## config.mk

```make
export PLATFORM = sky130hd
export DESIGN_NAME = ps2_line_assembler_flat
export DESIGN_NICKNAME = d
export VERILOG_FILES = /design/src/rtl/ps2_line_assembler_if.sv /design/src/rtl/ps2_line_assembler.sv /design/src/flat_wrapper.sv
export SDC_FILE = /design/constraint.sdc
export NUM_CORES = 1
export LEC_CHECK = 0
export ABC_AREA = 1
export CORE_MARGIN = 2
export CORE_UTILIZATION = 40
export CTS_CLUSTER_DIAMETER = 80
export CTS_CLUSTER_SIZE = 8
export DETAILED_ROUTE_END_ITERATION = 10
export HOLD_SLACK_MARGIN = 0.06
export MAX_ROUTING_LAYER = met4
export PLACE_DENSITY = 0.72
export SLEW_MARGIN = 20
export SYNTH_ARGS = -nofsm -noshare
export SYNTH_HDL_FRONTEND = slang
export SYNTH_SLANG_ARGS = --single-unit
```

## constraint.sdc

```tcl
create_clock -name clock -period 3.85 [get_ports clock]
set_clock_uncertainty 0.2 [all_clocks]
set_input_delay 0.385 -clock clock [delete_from_list [all_inputs] [get_ports clock]]
set_output_delay 0.385 -clock clock [all_outputs]
set_load 0.05 [all_outputs]
```

## src/rtl/ps2_line_assembler_if.sv

```systemverilog
// rtl/ps2_line_assembler_if.sv - PS/2 scan-code in, committed/edited text line out
//
// Signals:
//   ps2_key_data     scan-code byte from the PS/2 receiver
//   ps2_key_pressed  one-cycle strobe qualifying ps2_key_data
//   ps2_line_content last committed line, char i at [8i+7:8i]
//   ps2_line_ready   one-cycle pulse when ps2_line_content was just updated
//   line_edit        live edit buffer, same packing as ps2_line_content
//   cursor           number of chars in the edit buffer, 0..LINE_CHARS
// master = key byte producer / line consumer, slave = the assembler.
interface ps2_line_assembler_if #(
    parameter int LINE_CHARS = 32
);
    localparam int CW = $clog2(LINE_CHARS + 1);

    logic [7:0]              ps2_key_data;
    logic                    ps2_key_pressed;
    logic [8*LINE_CHARS-1:0] ps2_line_content;
    logic                    ps2_line_ready;
    logic [8*LINE_CHARS-1:0] line_edit;
    logic [CW-1:0]           cursor;

    modport master (
        output ps2_key_data,
        output ps2_key_pressed,
        input  ps2_line_content,
        input  ps2_line_ready,
        input  line_edit,
        input  cursor
    );

    modport slave (
        input  ps2_key_data,
        input  ps2_key_pressed,
        output ps2_line_content,
        output ps2_line_ready,
        output line_edit,
        output cursor
    );
endinterface

```

## src/rtl/ps2_line_assembler.sv

```systemverilog
// rtl/ps2_line_assembler.sv - PS/2 Set-2 scan codes to committed ASCII text lines
//
// Ports:
//   clock  system clock
//   reset  synchronous, active-high
//   bus    ps2_line_assembler_if.slave: key byte/strobe in; committed line,
//          ready pulse, live edit buffer and cursor out.
// Decodes make/break/extended prefixes, keeps an editable line with backspace,
// and commits the line on Enter (main or keypad) with a one-cycle ready pulse.
module ps2_line_assembler #(
    parameter int LINE_CHARS = 32
) (
    input  logic               clock,
    input  logic               reset,
    ps2_line_assembler_if.slave bus
);
    localparam int CW = $clog2(LINE_CHARS + 1);
    localparam int LW = 8 * LINE_CHARS;

    // Decoder states
    localparam logic [1:0] ST_IDLE    = 2'd0;
    localparam logic [1:0] ST_BRK     = 2'd1;
    localparam logic [1:0] ST_EXT     = 2'd2;
    localparam logic [1:0] ST_EXT_BRK = 2'd3;

    // Action kinds for a make code
    localparam logic [1:0] K_NONE  = 2'd0;
    localparam logic [1:0] K_CHAR  = 2'd1;
    localparam logic [1:0] K_BS    = 2'd2;
    localparam logic [1:0] K_ENTER = 2'd3;

    // Returns {kind, ascii}; ascii is only meaningful for K_CHAR.
    function automatic logic [9:0] decode(input logic [7:0] sc);
        logic [9:0] r;
        r = {K_NONE, 8'h00};
        case (sc)
            8'h1C: r = {K_CHAR, 8'h41};  8'h32: r = {K_CHAR, 8'h42};
            8'h21: r = {K_CHAR, 8'h43};  8'h23: r = {K_CHAR, 8'h44};
            8'h24: r = {K_CHAR, 8'h45};  8'h2B: r = {K_CHAR, 8'h46};
            8'h34: r = {K_CHAR, 8'h47};  8'h33: r = {K_CHAR, 8'h48};
            8'h43: r = {K_CHAR, 8'h49};  8'h3B: r = {K_CHAR, 8'h4A};
            8'h42: r = {K_CHAR, 8'h4B};  8'h4B: r = {K_CHAR, 8'h4C};
            8'h3A: r = {K_CHAR, 8'h4D};  8'h31: r = {K_CHAR, 8'h4E};
            8'h44: r = {K_CHAR, 8'h4F};  8'h4D: r = {K_CHAR, 8'h50};
            8'h15: r = {K_CHAR, 8'h51};  8'h2D: r = {K_CHAR, 8'h52};
            8'h1B: r = {K_CHAR, 8'h53};  8'h2C: r = {K_CHAR, 8'h54};
            8'h3C: r = {K_CHAR, 8'h55};  8'h2A: r = {K_CHAR, 8'h56};
            8'h1D: r = {K_CHAR, 8'h57};  8'h22: r = {K_CHAR, 8'h58};
            8'h35: r = {K_CHAR, 8'h59};  8'h1A: r = {K_CHAR, 8'h5A};
            8'h45: r = {K_CHAR, 8'h30};  8'h16: r = {K_CHAR, 8'h31};
            8'h1E: r = {K_CHAR, 8'h32};  8'h26: r = {K_CHAR, 8'h33};
            8'h25: r = {K_CHAR, 8'h34};  8'h2E: r = {K_CHAR, 8'h35};
            8'h36: r = {K_CHAR, 8'h36};  8'h3D: r = {K_CHAR, 8'h37};
            8'h3E: r = {K_CHAR, 8'h38};  8'h46: r = {K_CHAR, 8'h39};
            8'h29: r = {K_CHAR, 8'h20};  8'h4E: r = {K_CHAR, 8'h2D};
            8'h49: r = {K_CHAR, 8'h2E};  8'h41: r = {K_CHAR, 8'h2C};
            8'h66: r = {K_BS,   8'h00};
            8'h5A: r = {K_ENTER, 8'h00};
            default: r = {K_NONE, 8'h00};
        endcase
        return r;
    endfunction

    logic [1:0]    state_q, state_d;
    logic [LW-1:0] edit_q, edit_d;
    logic [LW-1:0] content_q, content_d;
    logic          ready_q, ready_d;
    logic [CW-1:0] cur_q, cur_d;

    logic [1:0]    kind;
    logic [7:0]    ch;
    logic [CW-1:0] cur_m1;
    logic          do_char, do_bs, do_enter;

    always_comb begin
        state_d   = state_q;
        edit_d    = edit_q;
        content_d = content_q;
        ready_d   = 1'b0;
        cur_d     = cur_q;
        {kind, ch} = decode(bus.ps2_key_data);
        cur_m1    = cur_q - CW'(1);
        do_char   = 1'b0;
        do_bs     = 1'b0;
        do_enter  = 1'b0;

        if (bus.ps2_key_pressed) begin
            case (state_q)
                ST_IDLE: begin
                    if (bus.ps2_key_data == 8'hF0) begin
                        state_d = ST_BRK;
                    end else if (bus.ps2_key_data == 8'hE0) begin
                        state_d = ST_EXT;
                    end else begin
                        do_char  = (kind == K_CHAR);
                        do_bs    = (kind == K_BS);
                        do_enter = (kind == K_ENTER);
                    end
                end
                ST_EXT: begin
                    if (bus.ps2_key_data == 8'hF0) begin
                        state_d = ST_EXT_BRK;
                    end else begin
                        // Only keypad Enter is meaningful among extended keys.
                        state_d  = ST_IDLE;
                        do_enter = (bus.ps2_key_data == 8'h5A);
                    end
                end
                // BRK / EXT_BRK: the released key's code is swallowed.
                default: state_d = ST_IDLE;
            endcase
        end

        if (do_char && (cur_q < CW'(LINE_CHARS))) begin
            edit_d[{cur_q, 3'b000} +: 8] = ch;
            cur_d = cur_q + CW'(1);
        end

        if (do_bs && (cur_q != '0)) begin
            edit_d[{cur_m1, 3'b000} +: 8] = 8'h00;
            cur_d = cur_m1;
        end

        // An empty line is never committed, so consumers only see real text.
        if (do_enter && (cur_q != '0)) begin
            content_d = edit_q;
            ready_d   = 1'b1;
            edit_d    = '0;
            cur_d     = '0;
        end
    end

    always_ff @(posedge clock) begin
        if (reset) begin
            state_q   <= ST_IDLE;
            edit_q    <= '0;
            content_q <= '0;
            ready_q   <= 1'b0;
            cur_q     <= '0;
        end else begin
            state_q   <= state_d;
            edit_q    <= edit_d;
            content_q <= content_d;
            ready_q   <= ready_d;
            cur_q     <= cur_d;
        end
    end

    assign bus.ps2_line_content = content_q;
    assign bus.ps2_line_ready   = ready_q;
    assign bus.line_edit        = edit_q;
    assign bus.cursor           = cur_q;
endmodule

```

## src/flat_wrapper.sv

```systemverilog
// flat-port wrapper written by rule: the top's interface ports become plain ports
module ps2_line_assembler_flat 
#(
    parameter int LINE_CHARS = 32
)
  (clock, reset, bus_ps2_key_data, bus_ps2_key_pressed, bus_ps2_line_content, bus_ps2_line_ready, bus_line_edit, bus_cursor);
  ps2_line_assembler_if #(.LINE_CHARS(LINE_CHARS)) bus_i ();
  input  logic clock;
  input  logic reset;
  input wire logic [$bits(bus_i.ps2_key_data)-1:0] bus_ps2_key_data;
  input wire logic [$bits(bus_i.ps2_key_pressed)-1:0] bus_ps2_key_pressed;
  output wire logic [$bits(bus_i.ps2_line_content)-1:0] bus_ps2_line_content;
  output wire logic [$bits(bus_i.ps2_line_ready)-1:0] bus_ps2_line_ready;
  output wire logic [$bits(bus_i.line_edit)-1:0] bus_line_edit;
  output wire logic [$bits(bus_i.cursor)-1:0] bus_cursor;
  assign bus_i.ps2_key_data = bus_ps2_key_data;
  assign bus_i.ps2_key_pressed = bus_ps2_key_pressed;
  assign bus_ps2_line_content = bus_i.ps2_line_content;
  assign bus_ps2_line_ready = bus_i.ps2_line_ready;
  assign bus_line_edit = bus_i.line_edit;
  assign bus_cursor = bus_i.cursor;
  ps2_line_assembler #(.LINE_CHARS(LINE_CHARS)) u_core (.clock(clock), .reset(reset), .bus(bus_i));
endmodule
```

Yosys cells after proc, flatten, opt, wreduce, memory -nomap -nowiden
Memory sizes are Yosys's and may differ from the RTL's.
Index checks and enable logic that the tools add are counted.

word-level totals
  register bits after elaboration = 521
  ROM bits = 1152
  bits of input ports = 11
  output and inout port bits = 519
  logic and storage cells = 56
  memories = 1

operators by class
  add/subtract/negate cells = 4
  $lt $le $gt $ge = 1
  equal/unequal tests = 8
  shift-type cells = 4
  multiplexer cells = 25
  reduce and logical (&&, ||, !) cells = 8

memories
  name              depth  width  rd ports  clocked after memory_dff  wr ports  line                      text
  (name not given)  128    9      1         0                         0         ps2_line_assembler.sv:36  case (sc)

operator list
  cell                       count
  $bwmux 256                 2
  $mux 256                   2
  $shift 8x11->256 const A   2
  $shiftx 8x11->256          1
  $shiftx 8x11->256 const A  1
  $neg 9->11                 2
  $eq 8x8->1 const B         2
  $mux 1                     13
  $mux 6                     2
  $mux 10                    1
  $eq 8x7->1 const B         1
  $add 6x1->6 const B        1
  $eq 2x2->1 const B         3
  $lt 6x6->1 const B         1
  $mux 2                     3
  $reduce_bool 6->1          1
  $sub 6x1->6 const B        1
  $pmux 2 s2                 1
  $logic_and 1x1->1          3
  $ne 3x1->1 const B         1
  $eq 2x1->1 const B         1
  $logic_not 2->1            1
  $pmux 1 s2                 1
  $reduce_and 2->1           1
  other kinds (2)            2

Longest topological paths before layout
An unclocked memory read counts as a cell.

  depth in word-level cells = 11
  depth in mapped cells = 20
  depth with buffers taken out = 18

Worst setup path before layout
No wires, ideal clock.

  path kind = register to register
  start = register u_core.cur_q[0], in the netlist u_core.bus.cursor[0]
  end = register u_core.edit_q[137], in the netlist u_core.bus.line_edit[137]
  library setup time = 126 ps
  arrival = 3143 ps
  required time = 3524 ps
  slack = 381 ps
  stages on the path, launching flop included = 16
  buffers on the path = 2
  period minus slack after synthesis = 3469 ps
  path through = dfxtp_1 -> inv_2 -> buf_1 -> ha_1 -> buf_4 -> nand2_1 -> inv_1 -> nand2_2 -> nor2_4 -> nand2_1 -> nand2_1 -> nand2_2 -> nor2_4 -> nand2_4 -> o21ai_2 -> nor2_1

between the ends
  word-level cells in the longest chain between the ends = 6
  elaborated cells between the ends (all ways) = 17
  those cells by class = add/sub (3); order compare (1); shift (4); mux (4); reduce/logical (5)

ends and longest elaborated chain
  item                                                line                       text
  from (decl)                                         ps2_line_assembler.sv:68   logic [CW-1:0] cur_q, cur_d;
  from (signal assigned)                              ps2_line_assembler.sv:145  cur_q <= cur_d;
  branches (longest 6 deep; another with $neg 9->11)  --
  to (signal assigned)                                ps2_line_assembler.sv:142  edit_q <= edit_d;
  to (decl)                                           ps2_line_assembler.sv:65   logic [LW-1:0] edit_q, edit_d;

Parallel ways; which one is timed is not known.
A chain may end at the register's enable or synchronous reset.

Final worst setup path
  start = register u_core.cur_q[0], in the netlist u_core.bus.cursor[0]
  end = register u_core.edit_q[138], in the netlist u_core.bus.line_edit[138]

Same word-level chain as after synthesis.

==> results_dict.tcl <==
set metrics [dict create \
    dr.pass1.iters 7 \
    grt_max_degree 61 \
    min_period_ns 3.34 \
    grt_util_all_layers_pct 28.8 \
    htreeDepth 3 \
    numCtsBuffers 76 \
    synth_nets 2957 \
    synthTopCellsByArea "dfxtp_1, nand2_1, nor2_1" \
    start_util_pct 40.5 \
    tritoncts "done" \
    core_sq_um 51300 \
    die_w_um 232 \
    drt.antenna.violating_nets 0 \
    fin_nets 3550 \
    slew_headroom_pct 51.5 \
    run_status "finished clean" \
    place_hpwl_um 58500 \
    clk_latency_ns 0.61 \
    final_area_sq_um 29200 \
    syn_inst 2932 \
    cp.arrival_ns 3.60 \
    rr_worst_depth 13 \
    wl_um 77300 \
    synth_top_area_share_pct 50.2 \
    synthDistinctLibCells 43 \
    worstPathCellList "inv_2 > ha_1 > nand2_1 > inv_1 > nand2_2 > nor2_4 > nand2_1 > nand2_1 > nand2_2 > nor2_4 > nand2_4 > o21ai_2 > nor2_1" \
    r2r_end "u_core.bus.line_edit[138]$_SDFF_PP0_" \
    grt_pass1_wl_um 115000 \
    yosys_warnings 0 \
    crit_path_max_incr_delay_ns 0.43 \
    clk_pin_slew_ns 0.05 \
    reg2reg_from "u_core.bus.cursor[0]$_SDFFE_PP0P_" \
    crit_required_ns 4.11 \
    postPlaceCellArea_sq_um 27200 \
    layout_common_cells "nand2_1, clkdlybuf4s50_1, dfxtp_1" \
    drc 0 \
    place_congestion 0.975 \
    io_pins 530 \
    cpMostUsedCell "nand2_1" \
    final_common_cell "nand2_1" \
    clockBufferDepth 3 \
    syn_area_sq_um 20800 \
    setup_viol 0 \
    wl_per_cell_um 18.4 \
    fmax_mhz 299 \
    rows 83 \
    ys_ff_latch 521 \
    synth_area_leader_cell "dfxtp_1" \
    grt_antenna_before_repair 1 \
    grt_pass1_vias 19000 \
    cp-start-kind "flip-flop" \
    cp-end-kind "flip-flop" \
    viasPerCell 4.92 \
    port-buffer-count 529 \
    critPathMaxFanout 11 \
    syn2layout_area_growth_pct 40.6 \
    overflow 0 \
    die_area_sq_um 53800 \
    hp-class "reg -> reg" \
    cts.sink_count 521 \
    ir_worst_vdd_uv 270 \
    post_cts_buffers 0 \
    avgSynthCellArea_sq_um 7.08 \
    finalCritPeriodShare_pct 86.8 \
    postCtsResizedCells 0 \
    hold_buffers 0 \
    p_per_area_nw_per_um2 423 \
    tightestPinTransition_ns 0.721 \
    min_to "u_core.bus.ps2_line_content[245]$_SDFFE_PP0P_" \
    slew_violations 0 \
    routed-via-count 20700 \
    hold_depth 2 \
    die-height_um 232 \
    cts_root_buf "clkbuf_16" \
    slowest_stage "o21ai_2" \
    ys_seq_area_share_pct 50.2 \
    ff2ff_setup_slack_ns 0.51 \
    total_leakage_power_uw 0.0125 \
    drive_above_1_share_pct 7.34 \
    grt_setup_unrepaired "no" \
    drt_iter0_drc 1851 \
    min_from "u_core.bus.ps2_line_content[245]$_SDFFE_PP0P_" \
    setup-tns-final_ns 0 \
    maxCapViolCount 0 \
    hold_viol_final 0 \
    critical_path_class "reg -> reg" \
]
==> registers in the layout, indices dropped and copies added (netlist names) <==
signal and count:
u_core.bus.ps2_line_content 256, u_core.bus.cursor 6, u_core.bus.ps2_line_ready 1, u_core.bus.line_edit 256, u_core.state_q 2
==> routing by layer <==
metal  up-vias  wire length [um]  GRT usage [%]
li1      10300                 -              -
met1      9500             32700           36.0
met2       811             36400           46.1
met3       141              6120           6.40
met4         0              2090           9.42
met5         -                 0              -
==> worst max-delay path, delay by kind of cell, from the launching register on <==
family	cells	cell delay, ns
AOI/OAI and AO/OA	1	0.43
adders and majority gates	1	0.31
buffers and inverters	2	0.43
DFF	1	0.33
and+or+nand+nor	9	1.49
==> per-stage QoR <==
stage / utilization [%] / power, uW / hold slack (ns) / instances / setup slack [ns]
2_1_floorplan: - / 6190 / 0.248 / 2932 / 0.381
3_3_place_gp: 53.0 / 6590 / 0.226 / 4127 / 0.234
3_5_place_dp: 53.0 / 6580 / 0.231 / 4127 / 0.143
4_1_cts: 56.9 / 12400 / 0.244 / 4210 / 0.533
5_1_grt: 56.9 / 12700 / 0.253 / 4211 / 0.271
6_report: 56.9 / 12300 / 0.240 / 4211 / 0.506
==> cell usage after synthesis (all sizes together) <==
cell type,number
xor2,3
xnor2,1
dfxtp,521
nand3,134
o22ai,1
nor2,408
ha,14
nand2,1234
o21a,7
inv,208
a21oi,92
nand4,27
o21ai,128
o21bai,1
nor3,16
buf,85
clkbuf,11
nand3b,7
o211ai,3
clkinv,2
a22oi,2
or2,17
a31oi,6
o211a,1
and2,3
==> kinds of logic after synthesis <==
kind of cell,Yosys count,share of synthesized area (%)
and+or+nand+nor,1846,36.0
DFF,521,50.2
xor gates and xnor gates,4,0.169
adders and majority gates,14,0.843
buffers and inverters,306,6.19
AOI/OAI and AO/OA,241,6.56
==> area by class of cell <==
class | count | area, sq um
multi-input cells | 2105 | 9060
well taps | 680 | 851
clock buffers | 79 | 1970
repair buffers | 611 | 6070
inverters | 210 | 788
fillers | 4884 | 22100
flip-flops and latches | 521 | 10400
clock inverters | 4 | 36.3
diodes | 1 | 2.50
==> report_power, final <==
| part | total (uW) | switching [uW] | internal [uW] |
|---|---|---|---|
| logic | 1080 | 847 | 231 |
| registers | 5430 | 13.6 | 5420 |
| clock network | 5830 | 2270 | 3560 |
==> worst max path at each step <==
| stage | startpoint | endpoint | cells after the start |
|---|---|---|---|
| 2_1_floorplan | u_core.bus.cursor[0]$_SDFFE_PP0P_ | u_core.bus.line_edit[137]$_SDFF_PP0_ | 15 |
| 3_5_place_dp | bus_ps2_key_data[0] | u_core.bus.line_edit[228]$_SDFF_PP0_ | 15 |
| 5_1_grt | u_core.bus.cursor[0]$_SDFFE_PP0P_ | u_core.bus.line_edit[224]$_SDFF_PP0_ | 13 |
| 3_3_place_gp | bus_ps2_key_data[0] | u_core.bus.line_edit[224]$_SDFF_PP0_ | 15 |
| 4_1_cts | u_core.bus.cursor[0]$_SDFFE_PP0P_ | u_core.bus.line_edit[228]$_SDFF_PP0_ | 13 |
| 6_report | u_core.bus.cursor[0]$_SDFFE_PP0P_ | u_core.bus.line_edit[138]$_SDFF_PP0_ | 13 |
Note: power is estimated with default switching activity, not from simulation.
